--- config.mk ---
export PLATFORM = sky130hd
export DESIGN_NAME = tao_xung_burst
export DESIGN_NICKNAME = d
export VERILOG_FILES = /design/src/rtl/tao_xung_burst.sv
export SDC_FILE = /design/constraint.sdc
export NUM_CORES = 1
export LEC_CHECK = 0
export BUFFER_PORTS_ARGS = -buffer_cell sky130_fd_sc_hd__buf_2
export CORE_MARGIN = 2
export CORE_UTILIZATION = 57
export DETAILED_ROUTE_END_ITERATION = 8
export PLACE_DENSITY = 0.8
export SLEW_MARGIN = 20
export SYNTH_ARGS = -nofsm -noshare
export SYNTH_HDL_FRONTEND = slang
export SYNTH_SLANG_ARGS = --single-unit
--- constraint.sdc ---
create_clock -name clki -period 3.6 [get_ports clki]
set_input_delay 0.18 -clock clki [delete_from_list [all_inputs] [get_ports clki]]
set_output_delay 0.18 -clock clki [all_outputs]
set_load 0.02 [all_outputs]
--- src/rtl/tao_xung_burst.sv ---
// Burst pulse generator: counts rising edges of an asynchronous timebase and
// emits num_pulses pulses of high_ticks/low_ticks ticks, then a done strobe.
module tao_xung_burst #(
    parameter int WW = 8,
    parameter int NW = 8
) (
    input  logic          clki,
    input  logic          rst,
    input  logic          tick_in,
    input  logic          start,
    input  logic          abort,
    input  logic [NW-1:0] num_pulses,
    input  logic [WW-1:0] high_ticks,
    input  logic [WW-1:0] low_ticks,
    output logic          pulse_out,
    output logic          busy,
    output logic          done,
    output logic [NW-1:0] pulses_left
);

    typedef enum logic [1:0] {ST_IDLE, ST_HIGH, ST_LOW, ST_DONE} state_t;

    state_t        state_q, state_d;
    logic [WW-1:0] ph_cnt_q, ph_cnt_d;
    logic [WW-1:0] high_q, high_d;
    logic [WW-1:0] low_q, low_d;
    logic [NW-1:0] left_q, left_d;
    logic          pulse_q, pulse_d;
    logic          busy_q, busy_d;
    logic          done_q, done_d;

    logic s1_q, s2_q, prev_q;
    logic tick_evt;

    // prev resets to 0 so a timebase already high at release still yields one tick
    always_ff @(posedge clki) begin
        if (rst) begin
            s1_q   <= 1'b0;
            s2_q   <= 1'b0;
            prev_q <= 1'b0;
        end else begin
            s1_q   <= tick_in;
            s2_q   <= s1_q;
            prev_q <= s2_q;
        end
    end

    assign tick_evt = s2_q & ~prev_q;

    always_ff @(posedge clki) begin
        if (rst) begin
            state_q  <= ST_IDLE;
            ph_cnt_q <= '0;
            high_q   <= WW'(1);
            low_q    <= WW'(1);
            left_q   <= '0;
            pulse_q  <= 1'b0;
            busy_q   <= 1'b0;
            done_q   <= 1'b0;
        end else begin
            state_q  <= state_d;
            ph_cnt_q <= ph_cnt_d;
            high_q   <= high_d;
            low_q    <= low_d;
            left_q   <= left_d;
            pulse_q  <= pulse_d;
            busy_q   <= busy_d;
            done_q   <= done_d;
        end
    end

    always_comb begin
        state_d  = state_q;
        ph_cnt_d = ph_cnt_q;
        high_d   = high_q;
        low_d    = low_q;
        left_d   = left_q;
        pulse_d  = pulse_q;
        busy_d   = busy_q;
        done_d   = 1'b0;
        case (state_q)
            ST_IDLE: begin
                if (start) begin
                    if (num_pulses != '0) begin
                        state_d  = ST_HIGH;
                        ph_cnt_d = '0;
                        high_d   = (high_ticks == '0) ? WW'(1) : high_ticks;
                        low_d    = (low_ticks == '0) ? WW'(1) : low_ticks;
                        left_d   = num_pulses;
                        pulse_d  = 1'b1;
                        busy_d   = 1'b1;
                    end else begin
                        state_d = ST_DONE;
                        done_d  = 1'b1;
                        pulse_d = 1'b0;
                        busy_d  = 1'b0;
                    end
                end
            end
            ST_HIGH: begin
                if (abort) begin
                    state_d  = ST_IDLE;
                    ph_cnt_d = '0;
                    left_d   = '0;
                    pulse_d  = 1'b0;
                    busy_d   = 1'b0;
                end else if (tick_evt) begin
                    if (ph_cnt_q == high_q - WW'(1)) begin
                        ph_cnt_d = '0;
                        state_d  = ST_LOW;
                        pulse_d  = 1'b0;
                    end else begin
                        ph_cnt_d = ph_cnt_q + WW'(1);
                    end
                end
            end
            ST_LOW: begin
                if (abort) begin
                    state_d  = ST_IDLE;
                    ph_cnt_d = '0;
                    left_d   = '0;
                    pulse_d  = 1'b0;
                    busy_d   = 1'b0;
                end else if (tick_evt) begin
                    if (ph_cnt_q == low_q - WW'(1)) begin
                        ph_cnt_d = '0;
                        left_d   = left_q - NW'(1);
                        if (left_q == NW'(1)) begin
                            state_d = ST_DONE;
                            done_d  = 1'b1;
                            busy_d  = 1'b0;
                            pulse_d = 1'b0;
                        end else begin
                            state_d = ST_HIGH;
                            pulse_d = 1'b1;
                        end
                    end else begin
                        ph_cnt_d = ph_cnt_q + WW'(1);
                    end
                end
            end
            ST_DONE: begin
                state_d = ST_IDLE;
                busy_d  = 1'b0;
                pulse_d = 1'b0;
            end
            default: begin
                state_d = ST_IDLE;
            end
        endcase
    end

    assign pulse_out   = pulse_q;
    assign busy        = busy_q;
    assign done        = done_q;
    assign pulses_left = left_q;

endmodule
==> metrics.md, run 1 <==
| Metric | Value |
|---|---|
| Status | `completed` |
| Share of layout cells above drive strength 1 | `15.64%` |
| Worst reg2reg startpoint | `low_q[0]$_SDFFE_PP1P_` |
| Final Hold Viols | `0` |
| Post-synth ARST share | `0%` |
| Worst-margin pin slew | `1049 ps` |
| CP Data Required Time | `about 3700 ps` |
| Post-CTS Hold Buffers | `0` |
| RSZ-0062 raised after global routing | `no` |
| Avg Inst Size Synth | `7.817 um^2` |
| Initial antenna violation count | `0` |
| Mapped cell area | `2556 um^2` |
| Routed wl met3 | `294 um` |
| Setup TNS | `0 ps` |
| Clock Tree Root | `clkbuf_8` |
| Via count | `2,452` |
| LEAKAGE | `1.181 nW` |
| Die area | `roughly 5000 um^2` |
| Ant. Diodes | `0` |
| Max layer used | `met4` |
| IO Pins | `40` |
| Largest net degree at the start of global routing | `38` |
| H-tree Lvls | `2` |
| IO buf count | `39` |
| Max Fclk | `about 340 MHz` |
| First-pass GRT wire length | `10,140 um` |
| Post-synth top area share | `31.33%` |
| Post-synth EDFFs | `0` |
| CTS Buf Count | `5` |
| Residual DRC | `0` |
| VDD IR-drop max | `0.0005208 V` |
| Max Fanout on Critical Path | `12` |
| Final nets | `approximately 400` |
| Sink Count | `40` |
| Initial Utilization | `59.11%` |
| Largest cells by area after synthesis | `dfxtp_1, a21oi_1, xor2_1` |
| TritonCTS clock tree | `built` |
| WL met2 | `between 2000 and 3000 um` |
| Layout Skew | `8.811 ps` |
| YS warnings | `0` |
| Area leader, netlist | `dfxtp_1` |
| Num rows | `24` |
| Power, Total | `1.969 mW` |
| Die Y | `70.97 um` |
| Dominant synthesized flop cell | `dfxtp_1` |
| Clock tree buffer depth | `2` |
| Die Wd | `70.97 um` |
| Most common cell after layout, fill and taps aside | `dfxtp_1` |
| Max_slew headroom | `29.97%` |
| Routed length per instance | `14.74 um` |
| Max_cap viols | `0` |
| Post-synthesis instance total | `about 330` |
| WL final | `6042 um` |
| Startpoint types | `register` |
| Commonest non-fill, non-tap cells in the layout | `dfxtp_1, buf_2, nand2_1, a21oi_1, nor2_1` |
| CTS resizes | `0` |
| Worst setup EP type | `register` |
| Setup violators final | `0` |
| Vias per cell | `5.980` |
| Grt ovf | `0` |
| Fin crit share | `81.86%` |
| CP Launch Point | `low_q[0]$_SDFFE_PP1P_` |
| Core area | `4324 um^2` |
| Clock Pin Slew Worst Setup and Hold Paths | `70 ps` |
| DR iter-0 viols | `171` |
| Post-Syn Nets | `between 300 and 400` |
| Distinct cells, synth | `53` |
| FF-to-FF setup slack | `650 ps` |
| Pwr dens | `slightly below 700 nW/um^2` |
| GP Congestion | `0.8637` |
| Slew Viols, Final | `0` |
| Min cycle time layout | `2947 ps` |
| Critical Path AT | `3080 ps` |
| Total GRT Usage | `24.75%` |
| Vias in the first global route | `2,256` |
| Worst skew pair latency | `290 ps` |
| Critical path type | `reg -> reg` |
| Post-DP HPWL | `around 4500 um` |
| Post-CTS Setup Bufs | `0` |
| Hold Path Class | `in -> reg` |
| Hold path start | `tick_in` |
| Sequential cell area fraction in the yosys report | `31.33%` |
| Synth Register Bits | `40` |
| Post-DRT Antenna Nets | `0` |
| Pre-antenna DRT Iters | `4` |
| Routed met1 length | `2743 um` |
| P&R area growth vs syn | `11.36%` |
-- report_power, final --
group | leakage (nW) | switching, mW | internal (mW) | total [mW]
clock | 0.0410 | 0.150 | 0.132 | 0.282
combinational | 0.812 | 0.630 | 0.417 | 1.05
sequential | 0.328 | 0.107 | 0.533 | 0.640
-- synth_stat cells, types with 2 or more instances --
master / instances
nor2b_1: 10
nand4_1: 6
o21ai_0: 9
ha_1: 9
buf_2: 3
o21ai_1: 2
nand3_1: 22
xor2_1: 14
nand2_1: 27
or2_1: 2
nor4_1: 6
a21boi_0: 2
nand2b_1: 9
o31ai_1: 3
dfxtp_1: 40
a211oi_1: 12
a21oi_1: 26
nor2_1: 24
nor3_1: 11
or3b_1: 2
o21bai_1: 2
inv_1: 19
clkbuf_1: 13
o211ai_1: 3
xnor2_1: 10
o22ai_1: 6
o2111ai_1: 2
or4_1: 4
mux2i_1: 5
-- sequential cells by signal (all words and copies together) (netlist names), 2 cells and up --
register / cells
state_q: 2
high_q: 8
pulses_left: 8
ph_cnt_q: 8
low_q: 8
-- final timing paths --
| path | endpoint | cells past startpoint |
|---|---|---|
| worst max-delay path | pulses_left[1]$_SDFFE_PP0P_ | 9 |
| worst min-delay path | s1_q$_SDFF_PP0_ | 2 |
| worst max register to register | pulses_left[1]$_SDFFE_PP0P_ | 9 |
| worst min register to register | pulse_out$_SDFFE_PP0P_ | 2 |
-- metal layers --
metal | vias to the layer above | track usage (%)
met4 | 0 | 8.595
li1 | 1236 | -
met5 | - | 0
met2 | 67 | 41.12
met1 | 1138 | 32.42
met3 | 11 | 4.416
-- metrics by stage --
| step | std cells | utilization (%) | hold WS [ps] | area (um^2) | worst slack [ps] |
|---|---|---|---|---|---|
| floorplan | 327 | - | 308.2 | 2556 | 1126 |
| global placement | 403 | 63.92 | 392.4 | 2764 | 740.1 |
| detailed placement | 403 | 63.92 | 444.8 | 2764 | 620.0 |
| CTS | 410 | 65.71 | 140.9 | 2841 | 634.7 |
| global route | 410 | 65.83 | 144.6 | 2846 | 395.6 |
| finish | 410 | 65.83 | 133.2 | 2846 | 652.9 |
-- final cells by class --
type,instances,area (um^2)
Clock buffer,6,72.57
Clock inverter,1,5.005
Timing Repair Buffer,41,210.2
Fill cell,396,1478
Inverter,19,71.32
Tap cell,52,65.06
Multi-Input combinational cell,251,1622
Sequential cell,40,800.8
-- worst max-delay path: stages (launching register included) --
cell	delay [ps]
dfxtp_1	340
inv_1	70
ha_1	170
or3b_1	340
a211oi_1	220
nand4_1	200
a2111oi_4	470
o2111ai_1	540
a211oi_1	370
a211oi_1	80
-- kinds of logic after synthesis --
| kind of cell | share of synthesized area, % |
|---|---|
| flip-flops | 31.33 |
| buffers and inverters | 5.433 |
| AND/OR/NAND/NOR | 27.27 |
| adder cells (fa/ha/maj) | 4.405 |
| AO/OA/AOI/OAI | 21.39 |
| XOR/XNOR | 8.223 |
| multiplexers | 1.958 |
No activity file was read; power rests on OpenSTA's default activity.
==> run 2: changes to the inputs <==
--- a/config.mk
+++ b/config.mk
@@ -5,11 +5,12 @@
 export SDC_FILE = /design/constraint.sdc
 export NUM_CORES = 1
 export LEC_CHECK = 0
+export ABC_AREA = 1
 export BUFFER_PORTS_ARGS = -buffer_cell sky130_fd_sc_hd__buf_2
 export CORE_MARGIN = 2
-export CORE_UTILIZATION = 57
+export CORE_UTILIZATION = 51
 export DETAILED_ROUTE_END_ITERATION = 8
-export PLACE_DENSITY = 0.8
+export PLACE_DENSITY = 0.76
 export SLEW_MARGIN = 20
 export SYNTH_ARGS = -nofsm -noshare
 export SYNTH_HDL_FRONTEND = slang
==> constraint.sdc (replaced) <==
create_clock -name clki -period 2.6 [get_ports clki]
set_input_delay 0.13 -clock clki [delete_from_list [all_inputs] [get_ports clki]]
set_output_delay 0.13 -clock clki [all_outputs]
set_load 0.02 [all_outputs]
==> metrics.md, run 2 <==
| Metric | Value |
|---|---|
| Post-Syn Nets | `436 (+19%)` |
| WL final | `6118 um (+1.3%)` |
| Path depth of the worst reg2reg path | `16 (+7)` |
| Startpoint types | `register` |
| Pwr dens | `1140 nW/um^2 (+65%)` |
| Post-CTS Hold Buffers | `0 (unchanged)` |
| Fin crit share | `79.87% (-2.0 points)` |
| Total GRT Usage | `24.50% (-0.25 points)` |
| Ant. Diodes | `0 (unchanged)` |
| Die Wd | `75.13 um (+5.9%)` |
| Routed wl met3 | `390 um (+33%)` |
| CP max-delay cell | `dfxtp_1` |
| Post-synth top area share | `31.04% (-0.29 points)` |
| YS warnings | `0 (unchanged)` |
| CTS resizes | `0 (unchanged)` |
| CP Data Required Time | `2790 ps (-940 ps)` |
| Num rows | `25 (+4.2%)` |
| Area leader, netlist | `dfxtp_1` |
| Top-count cell post-synth | `nand2_1` |
| Initial antenna violation count | `0 (unchanged)` |
| DR iter-0 viols | `200 (+17%)` |
| Vias per cell | `5.042 (-16%)` |
| Buffer and inverter count on the worst path | `2 (+1)` |
| Largest cells by area after synthesis | `dfxtp_1, nand2_1, nor2_1` |
| Post-DP HPWL | `4620 um (+2.1%)` |
| Worst setup EP type | `register` |
| Min cycle time layout | `2076 ps (-870.6 ps)` |
| Largest net degree at the start of global routing | `24 (-37%)` |
| Routed met1 length | `2855 um (+4.1%)` |
| RSZ-0062 raised after global routing | `no` |
| Worst hold slack | `30.31 ps (-102.9 ps)` |
| Routed length per instance | `12.09 um (-18%)` |
| Post-synthesis instance total | `398 (+22%)` |
| Worst skew pair latency | `290 ps (about the same)` |
| Share of layout cells above drive strength 1 | `14.58% (-1.1 points)` |
| Initial Utilization | `53.91% (-5.2 points)` |
| Vias in the first global route | `2,434 (+7.9%)` |
| Status | `completed` |
| H-tree Lvls | `2 (unchanged)` |
| Post-CTS Setup Bufs | `0 (unchanged)` |
| Post-synth ARST share | `0% (unchanged)` |
| Worst path depth | `16 (+7)` |
| Critical path type | `reg -> reg` |
| Setup TNS | `0 ps (unchanged)` |
| Post-Route Utilization | `62.22% (-3.6 points)` |
| Distinct cells, synth | `32 (-40%)` |
| Hold path depth | `3 (+1)` |
| Max incr delay on CP | `360 ps (-180 ps)` |
| Most common cell after layout, fill and taps aside | `nand2_1` |
| Max_cap viols | `0 (unchanged)` |
| Grt ovf | `0 (unchanged)` |
| Via count | `2,551 (+4.0%)` |
| Core area | `4786 um^2 (+11%)` |
| Clock Pin Slew Worst Setup and Hold Paths | `80 ps (about the same)` |
| Pre-antenna DRT Iters | `5 (+1)` |
| Top delay family on crit path | `simple AND/OR/NAND/NOR gates` |
| Dominant synthesized flop cell | `dfxtp_1` |
| Max Fanout on Critical Path | `10 (-2)` |
| Synth Register Bits | `40 (unchanged)` |
| Layout Skew | `3.101 ps (-5.710 ps)` |
| Clock Tree Root | `clkbuf_8` |
| Max_slew headroom | `53.00% (+23 points)` |
| WL met2 | `2772 um (-5.0%)` |
| Cell repeated most along the worst path | `nand2_1` |
| Commonest non-fill, non-tap cells in the layout | `nand2_1, nor2_1, inv_1, dfxtp_1, buf_2` |
| LEAKAGE | `1.500 nW (+27%)` |
| Post-DRT Antenna Nets | `0 (unchanged)` |
| VDD IR-drop max | `0.0007066 V (+36%)` |
| Hold Path Class | `in -> reg` |
| Die area | `5644 um^2 (+12%)` |
| First-pass GRT wire length | `10,620 um (+4.7%)` |
| P&R area growth vs syn | `15.42%` |
| Critical Path AT | `2260 ps (-820 ps)` |
| Residual DRC | `0 (unchanged)` |
| Clock tree buffer depth | `2 (unchanged)` |
| Setup violators final | `0 (unchanged)` |
| Avg Inst Size Synth | `6.482 um^2 (-17%)` |
| Sink Count | `40 (unchanged)` |
| Final nets | `476 (+20%)` |
| Worst-margin pin slew | `704.2 ps (-345.3 ps)` |
| Mapped cell area | `2580 um^2 (+0.93%)` |
| Max layer used | `met4` |
| CTS Buf Count | `5 (unchanged)` |
| Die Y | `75.13 um (+5.9%)` |
| TritonCTS clock tree | `built` |
| IO buf count | `39 (unchanged)` |
| Sequential cell area fraction in the yosys report | `31.04% (-0.29 points)` |
| IO Pins | `40 (unchanged)` |
| Final Hold Viols | `0 (unchanged)` |
| GP Congestion | `0.8758 (+1.4%)` |
| Slew Viols, Final | `0 (unchanged)` |
| Leading cell types by count after synthesis | `nand2_1, nor2_1, inv_1` |
| Worst-path cell chain | `inv_1, ha_1, nand2_1, inv_1, nor2_1, nand2_1, nor2_1, nand3_1, nor2_1, nand3_2, nand2_4, nand2_1, nand2_1, nand2_1, nand2_2, nor2_1` |
| Max Fclk | `481.6 MHz (+42%)` |
| Post-synth EDFFs | `0 (unchanged)` |
[run 2: cell count changes after synthesis, moves of 9 or more]
| cell | before | now |
|---|---|---|
| nor2b_1 | 10 | 0 |
| clkbuf_1 | 13 | 2 |
| nand2_1 | 27 | 93 |
| nand2b_1 | 9 | 0 |
| nor2_1 | 24 | 70 |
| o21ai_0 | 9 | 21 |
| inv_1 | 19 | 51 |
| a211oi_1 | 12 | 0 |
[run 2: cells by family after synthesis]
group / Yosys count / share of synthesized area (%)
AOI/OAI and AO/OA: 50 / 10.18
xor gates and xnor gates: 21 / 7.954
adders and majority gates: 9 / 4.365
buffers and inverters: 63 / 10.14
DFF: 40 / 31.04
and+or+nand+nor: 215 / 36.32
[run 2: metal layers]
| layer | GRT usage, % | vias to the layer above |
|---|---|---|
| met2 | 39.67 | 74 |
| met1 | 32.46 | 1121 |
| met4 | 9.722 | 0 |
| met5 | 0 | - |
| met3 | 4.150 | 10 |
| li1 | - | 1346 |
[run 2: layout make-up]
| cell class | count | area [um^2] |
|---|---|---|
| flip-flops and latches | 40 | 800.8 |
| fillers | 464 | 1808 |
| multi-input cells | 295 | 1518 |
| clock buffers | 5 | 68.82 |
| repair buffers | 41 | 210.2 |
| inverters | 55 | 206.4 |
| clock inverters | 3 | 90.09 |
| well taps | 67 | 83.83 |
[run 2: final timing paths]
kind                                             from                        to  slack, ps
worst max-delay path            low_q[0]$_SDFFE_PP1P_  ph_cnt_q[4]$_SDFFE_PP0P_        520
worst min-delay path                          tick_in           s1_q$_SDFF_PP0_         30
worst max register to register  low_q[0]$_SDFFE_PP1P_  ph_cnt_q[4]$_SDFFE_PP0P_        520
worst min register to register        s1_q$_SDFF_PP0_           s2_q$_SDFF_PP0_        400
[run 2: worst register-to-register path: cells and delay by family (launching register included)]
kind	cells	cell delay, ps
adders and majority gates	1	310
buffers and inverters	2	130
DFF	1	360
and+or+nand+nor	13	1180
[run 2: report_power, final]
group          leakage [nW]  internal [mW]  switching, mW  total, mW
clock network        0.0784          0.480          0.231      0.711
registers             0.329          0.774          0.169      0.944
logic                  1.09          0.646           1.09       1.74
total                  1.50           1.90           1.49       3.39
[run 2: through the flow]
step / instance area, um^2 / power (mW) / setup slack (ps) / std cells
floorplan: 2580 / 2.304 / 796.6 / 398
global placement: 2819 / 2.623 / 587.0 / 498
detailed placement: 2819 / 2.665 / 548.3 / 498
CTS: 2978 / 3.391 / 529.8 / 506
global route: 2978 / 3.695 / 287.7 / 506
finish: 2978 / 3.395 / 523.5 / 506
